**src/rtl/trace_controller_if.sv**
```systemverilog
// Trace write-back bus between the core (master) and trace_controller (slave).
// Signal suffixes are taken from the controller's point of view.
interface trace_controller_if #(
  parameter int INFO_W = 8
) ();
  logic              trace_valid_i;
  logic [31:0]       trace_address_i;
  logic [4:0]        trace_destination_i;
  logic [31:0]       trace_result_i;
  logic [INFO_W-1:0] trace_info_i;
  logic              trace_stall_o;

  modport master (
    output trace_valid_i,
    output trace_address_i,
    output trace_destination_i,
    output trace_result_i,
    output trace_info_i,
    input  trace_stall_o
  );

  modport slave (
    input  trace_valid_i,
    input  trace_address_i,
    input  trace_destination_i,
    input  trace_result_i,
    input  trace_info_i,
    output trace_stall_o
  );
endinterface

```
**src/rtl/trace_controller.sv**
```systemverilog
// Buffers retired-instruction trace records in a FIFO and streams each one
// out as a three-beat packet: header, address, result.
module trace_controller #(
  parameter int DEPTH  = 8,
  parameter int INFO_W = 8
) (
  input  logic              clk_i,
  input  logic              rst_n_i,
  trace_controller_if.slave trace,
  input  logic              enable_i,
  input  logic              flush_i,
  output logic              tx_valid_o,
  output logic [31:0]       tx_data_o,
  output logic              tx_last_o,
  input  logic              tx_ready_i,
  output logic [15:0]       dropped_o
);

  localparam int AW = $clog2(DEPTH);
  localparam int PW = AW + 1;

  typedef enum logic [1:0] {
    IDLE,
    HEADER,
    ADDRESS,
    RESULT
  } state_t;

  typedef struct packed {
    logic [31:0]       address;
    logic [4:0]        destination;
    logic [31:0]       result;
    logic [INFO_W-1:0] info;
  } record_t;

  record_t       mem_q [DEPTH];
  record_t       rec_in;
  record_t       head;

  state_t        state_q, state_d;
  logic [PW-1:0] wr_ptr_q, wr_ptr_d;
  logic [PW-1:0] rd_ptr_q, rd_ptr_d;
  logic [7:0]    seq_q, seq_d;
  logic          flush_pending_q, flush_pending_d;
  logic [15:0]   dropped_q, dropped_d;

  logic          full;
  logic          empty;
  logic          push;
  logic          drop;
  logic          clear;

  assign full  = (wr_ptr_q[AW] != rd_ptr_q[AW]) &&
                 (wr_ptr_q[AW-1:0] == rd_ptr_q[AW-1:0]);
  assign empty = (wr_ptr_q == rd_ptr_q);

  // Stall depends only on registered state, so a pop at full frees the slot a cycle later.
  assign trace.trace_stall_o = full | flush_pending_q;

  assign push = trace.trace_valid_i & enable_i & ~full & ~flush_pending_q;
  assign drop = trace.trace_valid_i & ~enable_i;

  assign rec_in = {trace.trace_address_i, trace.trace_destination_i,
                   trace.trace_result_i, trace.trace_info_i};
  assign head   = mem_q[rd_ptr_q[AW-1:0]];

  assign dropped_o = dropped_q;

  always_ff @(posedge clk_i) begin
    if (push) begin
      mem_q[wr_ptr_q[AW-1:0]] <= rec_in;
    end
  end

  always_ff @(posedge clk_i or negedge rst_n_i) begin
    if (!rst_n_i) begin
      state_q         <= IDLE;
      wr_ptr_q        <= '0;
      rd_ptr_q        <= '0;
      seq_q           <= '0;
      flush_pending_q <= 1'b0;
      dropped_q       <= '0;
    end else begin
      state_q         <= state_d;
      wr_ptr_q        <= wr_ptr_d;
      rd_ptr_q        <= rd_ptr_d;
      seq_q           <= seq_d;
      flush_pending_q <= flush_pending_d;
      dropped_q       <= dropped_d;
    end
  end

  always_comb begin
    state_d         = state_q;
    wr_ptr_d        = wr_ptr_q;
    rd_ptr_d        = rd_ptr_q;
    seq_d           = seq_q;
    flush_pending_d = flush_pending_q;
    dropped_d       = dropped_q;
    clear           = 1'b0;

    if (push) begin
      wr_ptr_d = wr_ptr_q + PW'(1);
    end
    if (drop && (dropped_q != 16'hFFFF)) begin
      dropped_d = dropped_q + 16'd1;
    end
    if (flush_i && (state_q != IDLE)) begin
      flush_pending_d = 1'b1;
    end

    case (state_q)
      IDLE: begin
        if (flush_i) begin
          clear = 1'b1;
        end else if (!empty) begin
          state_d = HEADER;
        end
      end
      HEADER: begin
        if (tx_ready_i) begin
          state_d = ADDRESS;
        end
      end
      ADDRESS: begin
        if (tx_ready_i) begin
          state_d = RESULT;
        end
      end
      RESULT: begin
        // A flush seen during the packet takes effect here instead of popping.
        if (tx_ready_i) begin
          state_d = IDLE;
          if (flush_pending_q || flush_i) begin
            clear = 1'b1;
          end else begin
            rd_ptr_d = rd_ptr_q + PW'(1);
            seq_d    = seq_q + 8'd1;
          end
        end
      end
      default: begin
        state_d = IDLE;
      end
    endcase

    if (clear) begin
      wr_ptr_d        = '0;
      rd_ptr_d        = '0;
      seq_d           = '0;
      flush_pending_d = 1'b0;
    end
  end

  always_comb begin
    tx_valid_o = 1'b0;
    tx_data_o  = '0;
    tx_last_o  = 1'b0;
    case (state_q)
      HEADER: begin
        tx_valid_o = 1'b1;
        tx_data_o  = {seq_q, 3'b000, head.destination, 16'(head.info)};
      end
      ADDRESS: begin
        tx_valid_o = 1'b1;
        tx_data_o  = head.address;
      end
      RESULT: begin
        tx_valid_o = 1'b1;
        tx_data_o  = head.result;
        tx_last_o  = 1'b1;
      end
      default: begin
        tx_valid_o = 1'b0;
      end
    endcase
  end

endmodule

```
**src/flat_wrapper.sv**
```systemverilog
// flat-port wrapper written by rule: the top's interface ports become plain ports
module trace_controller_flat 
#(
  parameter int DEPTH  = 8,
  parameter int INFO_W = 8
)
  (clk_i, rst_n_i, enable_i, flush_i, tx_valid_o, tx_data_o, tx_last_o, tx_ready_i, dropped_o, trace_trace_valid_i, trace_trace_address_i, trace_trace_destination_i, trace_trace_result_i, trace_trace_info_i, trace_trace_stall_o);
  trace_controller_if #(.INFO_W(INFO_W)) trace_i ();
  input  logic clk_i;
  input  logic rst_n_i;
  input  logic enable_i;
  input  logic flush_i;
  output logic tx_valid_o;
  output logic [31:0] tx_data_o;
  output logic tx_last_o;
  input  logic tx_ready_i;
  output logic [15:0] dropped_o;
  input wire logic [$bits(trace_i.trace_valid_i)-1:0] trace_trace_valid_i;
  input wire logic [$bits(trace_i.trace_address_i)-1:0] trace_trace_address_i;
  input wire logic [$bits(trace_i.trace_destination_i)-1:0] trace_trace_destination_i;
  input wire logic [$bits(trace_i.trace_result_i)-1:0] trace_trace_result_i;
  input wire logic [$bits(trace_i.trace_info_i)-1:0] trace_trace_info_i;
  output wire logic [$bits(trace_i.trace_stall_o)-1:0] trace_trace_stall_o;
  assign trace_i.trace_valid_i = trace_trace_valid_i;
  assign trace_i.trace_address_i = trace_trace_address_i;
  assign trace_i.trace_destination_i = trace_trace_destination_i;
  assign trace_i.trace_result_i = trace_trace_result_i;
  assign trace_i.trace_info_i = trace_trace_info_i;
  assign trace_trace_stall_o = trace_i.trace_stall_o;
  trace_controller #(.DEPTH(DEPTH), .INFO_W(INFO_W)) u_core (.clk_i(clk_i), .rst_n_i(rst_n_i), .trace(trace_i), .enable_i(enable_i), .flush_i(flush_i), .tx_valid_o(tx_valid_o), .tx_data_o(tx_data_o), .tx_last_o(tx_last_o), .tx_ready_i(tx_ready_i), .dropped_o(dropped_o));
endmodule
```
**config.mk**
```make
export PLATFORM = sky130hd
export DESIGN_NAME = trace_controller_flat
export DESIGN_NICKNAME = d
export VERILOG_FILES = /design/src/rtl/trace_controller_if.sv /design/src/rtl/trace_controller.sv /design/src/flat_wrapper.sv
export SDC_FILE = /design/constraint.sdc
export NUM_CORES = 1
export LEC_CHECK = 0
export CAP_MARGIN = 30
export CORE_ASPECT_RATIO = 1.5
export CORE_UTILIZATION = 54
export DETAILED_ROUTE_END_ITERATION = 10
export PLACE_DENSITY = 0.75
export SLEW_MARGIN = 20
export SYNTH_ARGS = -nofsm -noshare
export SYNTH_HDL_FRONTEND = slang
export SYNTH_SLANG_ARGS = --single-unit
```
**constraint.sdc**
```tcl
create_clock -name clk_i -period 9.4 [get_ports clk_i]
set_clock_uncertainty 0.2 [all_clocks]
set_input_delay 1.88 -clock clk_i [delete_from_list [all_inputs] [get_ports clk_i]]
set_output_delay 1.88 -clock clk_i [all_outputs]
set_load 0.03 [all_outputs]
```
* After elaboration in Yosys (flattened, before gate mapping)
Memory sizes are Yosys's and may differ from the RTL's.
Index checks and enable logic that the tools add are counted.
** Storage, ports and cells
- Flip-flop bits (word level) :: 35
- Memory bits (writable) :: 616
- Bits of input ports :: 83
- Word-level logic and storage cells :: 72
- Memories kept :: 1
** Memories
- u_core.mem_q :: depth 8, width 77, rd ports 1, clocked after memory_dff 0, write ports 1, RTL line trace_controller.sv:36 : record_t mem_q [DEPTH];
** Operators by class
- $add $sub $neg :: 4
- Eq/ne operators :: 13
- Multiplexer cells :: 27
- Bitwise operators :: 8
- Reductions and logical operators :: 13
** Operator list (number)
- 32-bit case mux with 3 select lines :: 1
- 8-bit two-way mux :: 4
- 4-bit two-way mux :: 6
- 16-bit by 1-bit adder with 16-bit output (second input constant) :: 1
- 16-bit inequality test (second input constant) :: 1
- 2-bit two-way mux :: 5
- 2-bit inequality test (second input constant) :: 5
- 2-bit nonzero test :: 5
- 1-bit two-way mux :: 9
- 4-bit by 1-bit adder with 4-bit output (second input constant) :: 2
- 8-bit by 1-bit adder with 8-bit output (second input constant) :: 1
- 2-bit case mux with 4 select lines :: 1
- 5-bit AND reduction :: 1
- 1-bit bitwise AND :: 4
- 2-bit == test (second input constant) :: 2
- 4-bit == test :: 1
- 3-bit == test :: 1
- 1-bit logical AND :: 3
- 1-bit inverter :: 3
- 3-bit AND reduction :: 1
- 3-bit OR reduction :: 1
- 2-bit by 1-bit == test with 1-bit output (second input constant) :: 1
- 2-bit zero test :: 1
- 2-bit by 1-bit inequality test with 1-bit output (second input constant) :: 1
- 4 further kinds :: 4

* Depth between registers and ports, before layout
- Depth after elaboration :: 7
- Depth in mapped cells :: 9
- Gate-level depth less buffers :: 6

* Worst setup path before layout
Ideal clock, no wire load.
- Path type :: in2reg
- Start point :: input port enable_i
- End point :: memory u_core.mem_q[1][0] in the netlist's numbering (enable)
- Setup time :: 702 ps
- Data arrival time :: 9573 ps
- Data required time :: 8498 ps
- Slack :: -1075 ps
- Stages on the path :: 3
- Buffers on the path :: 0
- Cells stage by stage :: nand2_1 or2_1 nor4_1
** Between the ends
- Cells in the longest elaborated chain, start to end :: 5
** Ends and longest elaborated chain
- start, declared :: RTL line flat_wrapper.sv:11 : input logic enable_i;
- 1-bit bitwise AND (3 in series) :: RTL line trace_controller.sv:60 : assign push = trace.trace_valid_i & enable_i & ~full & ~flush_pending_q;
- 1-bit two-way mux :: RTL line trace_controller.sv:70 : if (push) begin
- 1-bit two-way mux (implied by the code) :: RTL line trace_controller.sv:71 : mem_q[wr_ptr_q[AW-1:0]] <= rec_in;
- end, declared :: RTL line trace_controller.sv:36
No other way between the ends.

* Worst setup path in the final report
- Start point :: register u_core.rd_ptr_q[1]
- End point :: output port tx_data_o[1]
** Between the ends
- Cells in the longest elaborated chain, start to end :: 2
** Ends and longest elaborated chain
- start, declared :: RTL line trace_controller.sv:42 : logic [PW-1:0] rd_ptr_q, rd_ptr_d;
- start signal, assigned :: RTL line trace_controller.sv:86 : rd_ptr_q <= rd_ptr_d;
- memory read 8 x 77 bit
- 32-bit case mux with 3 select lines :: RTL line trace_controller.sv:159 : case (state_q)
- end, declared :: RTL line flat_wrapper.sv:14 : output logic [31:0] tx_data_o;
No other way between the ends.

==> impl_results.md <==
- Via count: 12746
- WP data required: 7.32 ns
- Clock Path Buffers: 3
- H-tree lvl count: 2
- P&R area growth vs syn: 15.4%
- R2r worst-path depth: 7
- Num CTS Buffers: 57
- Fin area: 29500 um^2
- CTS-repair resized insts: 0
- Max Cap Viol: 0
- Worst slew pin tran: 0.890 ns
- Crit path buffers/inverters: 2
- Die X: 180 um
- CP Class: reg -> out
- Failing checks: design-rule violations
- Global route total overflow: 0
- Clk Latency, worst-skew pair: 0.58 ns
- Clock Pin Slew Worst Setup and Hold Paths: 0.06 ns
- Post-synthesis async set-or-reset flop share: 5.38%
- Worst setup SP type: flip-flop
- Syn Area/Cell: 19.9 um^2
- Post-Synthesis Cells: 1284
- Crit path time final: 6.14 ns
- # setup viols final: 0
- Clk pwr share: 30.7%
- Total power: 0.00742 W
- Largest vdd supply drop: 168 uV
- R2R setup slack: 4.74 ns
- Synth unique cells: 47
- Worst hold path depth: 1
- Synth warn: 0
- Final hold violations: 0
- Number of flops mapped to enable cells by yosys: 616
- Worst Hold Class: reg -> reg
- Avg WL per Cell: 25.6 um
- Post-Syn Area: 25500 um^2
- Setup TNS: 0 ns
- Share of layout cells above drive strength 1: 17.4%
- Drt pass-1 iters: 10
- Lkg Pwr: 9.10 nW
- CP delay by family, top: buffers and inverters
- CP endpoint kind: output pin
- Worst-path maximum fanout: 40
- RSZ-0062 raised after global routing: no
- Max Fclk: 163 MHz
- Synth Net Count: 1376
- Die ar.: 48200 um^2
- Hold Worst Slack: 0.315 ns
- Remaining antenna violation count: 0
- Setup Buffers After CTS: 0
- Crit path DAT: 4.06 ns
- Row cnt: 97
- WP depth: 5
- Final Slew Violations: 0
- Sequential share of the synthesized area: 75.9%
- Total core area: 46700 um^2
- Combinational share of power: 23.6%
- Placer congestion estimate: 0.788
- I/O Pins: 134
- Root Buffer: clkbuf_16
- Die Y: 268 um
- DRC: 22
- Vias in the first global route: 13443
- Nets@finish: 1535
- Most common library cells after synthesis: edfxtp_1 (616), mux2i_1 (111), mux4_2 (110)
- Top cells by area, synth: edfxtp_1 (72%), mux4_2 (9.7%), mux2i_1 (4.4%), dfrtp_1 (3.4%), o211ai_1 (1.3%)
- CTS tree: yes
- Post-synthesis register bit count: 651
- Setup slack at placement: 3.80 ns
- Pint: 0.00532 W
- Average vias per placed instance: 6.12
- Switch Pwr: 0.00209 W
- Switching part of the total power: 28.2%
- Post-Place Cell Area: 27600 um^2
- DR iter-0 viols: 1056
- Status: finished with violations
- Global-route wire length before repair: 81300 um
- Gr usage total: 22.7%
- Cell taking the most area after synthesis: edfxtp_1
- Predominant post-synthesis flop cell: edfxtp_1
- Clock tree sinks: 651
- Rel. slew slack: 40.4%
- CP Cell Sequence: buf_4 -> mux4_2 -> mux2i_1 -> o211ai_1 -> clkdlybuf4s50_1
- Crit share post-route: 65.3%
- Most common cell in the synthesized netlist: edfxtp_1
- Top-area cell type share of the netlist area: 72.5%
- Final worst-path setup slack: 3.26 ns
- Sequential share of power: 45.7%
- Max incr delay on CP: 0.82 ns
- Initial antenna violation count: 5
- Largest net degree at the start of global routing: 71
- Power per cell area: 252 nW/um^2
- Crit-path slowest cell: dfrtp_4
- HPWL Detailed: 30100 um
- PortBufs: 133
- Post-Route WL: 53300 um
- Cts hold-fix bufs: 0
- Starting density of the core: 54.6%
## power groups by stage
stage / clock (W) / sequential [W] / combinational (W)
global placement: 0 / 0.00344 / 0.00172
floorplan: 0 / 0.00342 / 0.00116
CTS: 0.00232 / 0.00339 / 0.00175
detailed placement: 0 / 0.00345 / 0.00174
global route: 0.00241 / 0.00340 / 0.00185
finish: 0.00228 / 0.00339 / 0.00175
## state kept, by name, indices dropped and copies added, names as in the netlist
register and flops:
u_core.state_q 2, u_core.wr_ptr_q 4, u_core.seq_q 8, u_core.dropped_o 16, u_core.flush_pending_q 1, u_core.rd_ptr_q 4, u_core.mem_q 616
## per-layer routing
| metal | vias up | global-route usage (%) | wire [um] |
|---|---|---|---|
| li1 | 5576 | - | - |
| met1 | 6615 | 28.6 | 20400 |
| met2 | 457 | 40.2 | 28200 |
| met3 | 94 | 3.24 | 3200 |
| met4 | 4 | 8.34 | 1480 |
| met5 | - | 0 | 23 |
## per-stage QoR
stage	std cells	utilization (%)
3_3_place_gp	1974	59.0
4_1_cts	2076	62.9
5_1_grt	2080	63.0
2_1_floorplan	1284	-
6_report	2082	63.0
3_5_place_dp	1976	59.0
## final timing paths
| path | start | to |
|---|---|---|
| worst max-delay path | u_core.rd_ptr_q[1] | tx_data_o[1] |
| worst min-delay path | u_core.dropped_o[15] | u_core.dropped_o[15] |
| worst max register to register | u_core.rd_ptr_q[0] | u_core.mem_q[5][4] |
| worst min register to register | u_core.dropped_o[15] | u_core.dropped_o[15] |
| max in group asynchronous | rst_n_i | u_core.rd_ptr_q[1] |
| min in group asynchronous | rst_n_i | u_core.dropped_o[15] |
## worst reg2reg max path, cell delays in order, from the launching register on
cell	delay, ns
dfrtp_4	0.79
buf_4	0.80
xnor2_1	0.20
a41o_1	0.36
or2_1	0.38
nor4_2	0.31
buf_4	0.50
buf_4	0.71
## kinds of logic after synthesis
group	share of synthesized area, %
multiplexers	14.8
flip-flops	75.9
AND/OR/NAND/NOR	3.44
adder cells (fa/ha/maj)	0.441
buffers and inverters	1.53
XOR/XNOR	0.892
AO/OA/AOI/OAI	3.05
## final cells by class
type | count | area, um^2
clock inverter | 29 | 308
fill | 3122 | 17300
antenna | 4 | 10.0
multi-input combinational | 558 | 5840
clock buffer | 71 | 1500
inverter | 7 | 26.3
tap | 594 | 743
sequential | 651 | 19400
timing repair buffer | 168 | 1650
## layout by cell type (no fill, tap or decap), types with 4 or more instances in the layout
cell type / synthesis / final
a21oi_1: 18 / 18
a22oi_1: 22 / 22
a32oi_1: 10 / 10
buf_4: 14 / 32
bufinv_16: 0 / 6
clkbuf_1: 19 / 13
clkbuf_16: 0 / 58
clkdlybuf4s50_1: 0 / 133
clkinv_1: 0 / 8
clkinv_2: 0 / 10
dfrtp_1: 35 / 32
diode_2: 0 / 4
edfxtp_1: 616 / 616
ha_1: 9 / 9
inv_1: 7 / 7
mux2_2: 16 / 16
mux2i_1: 111 / 111
mux4_2: 110 / 110
nand2_1: 69 / 69
nand3_1: 31 / 31
nand4_1: 19 / 19
nor2_1: 20 / 18
nor3_1: 11 / 8
o211ai_1: 43 / 43
o31ai_1: 4 / 4
xnor2_1: 6 / 6
xor2_1: 20 / 20
Note: power is estimated with default switching activity, not from simulation.
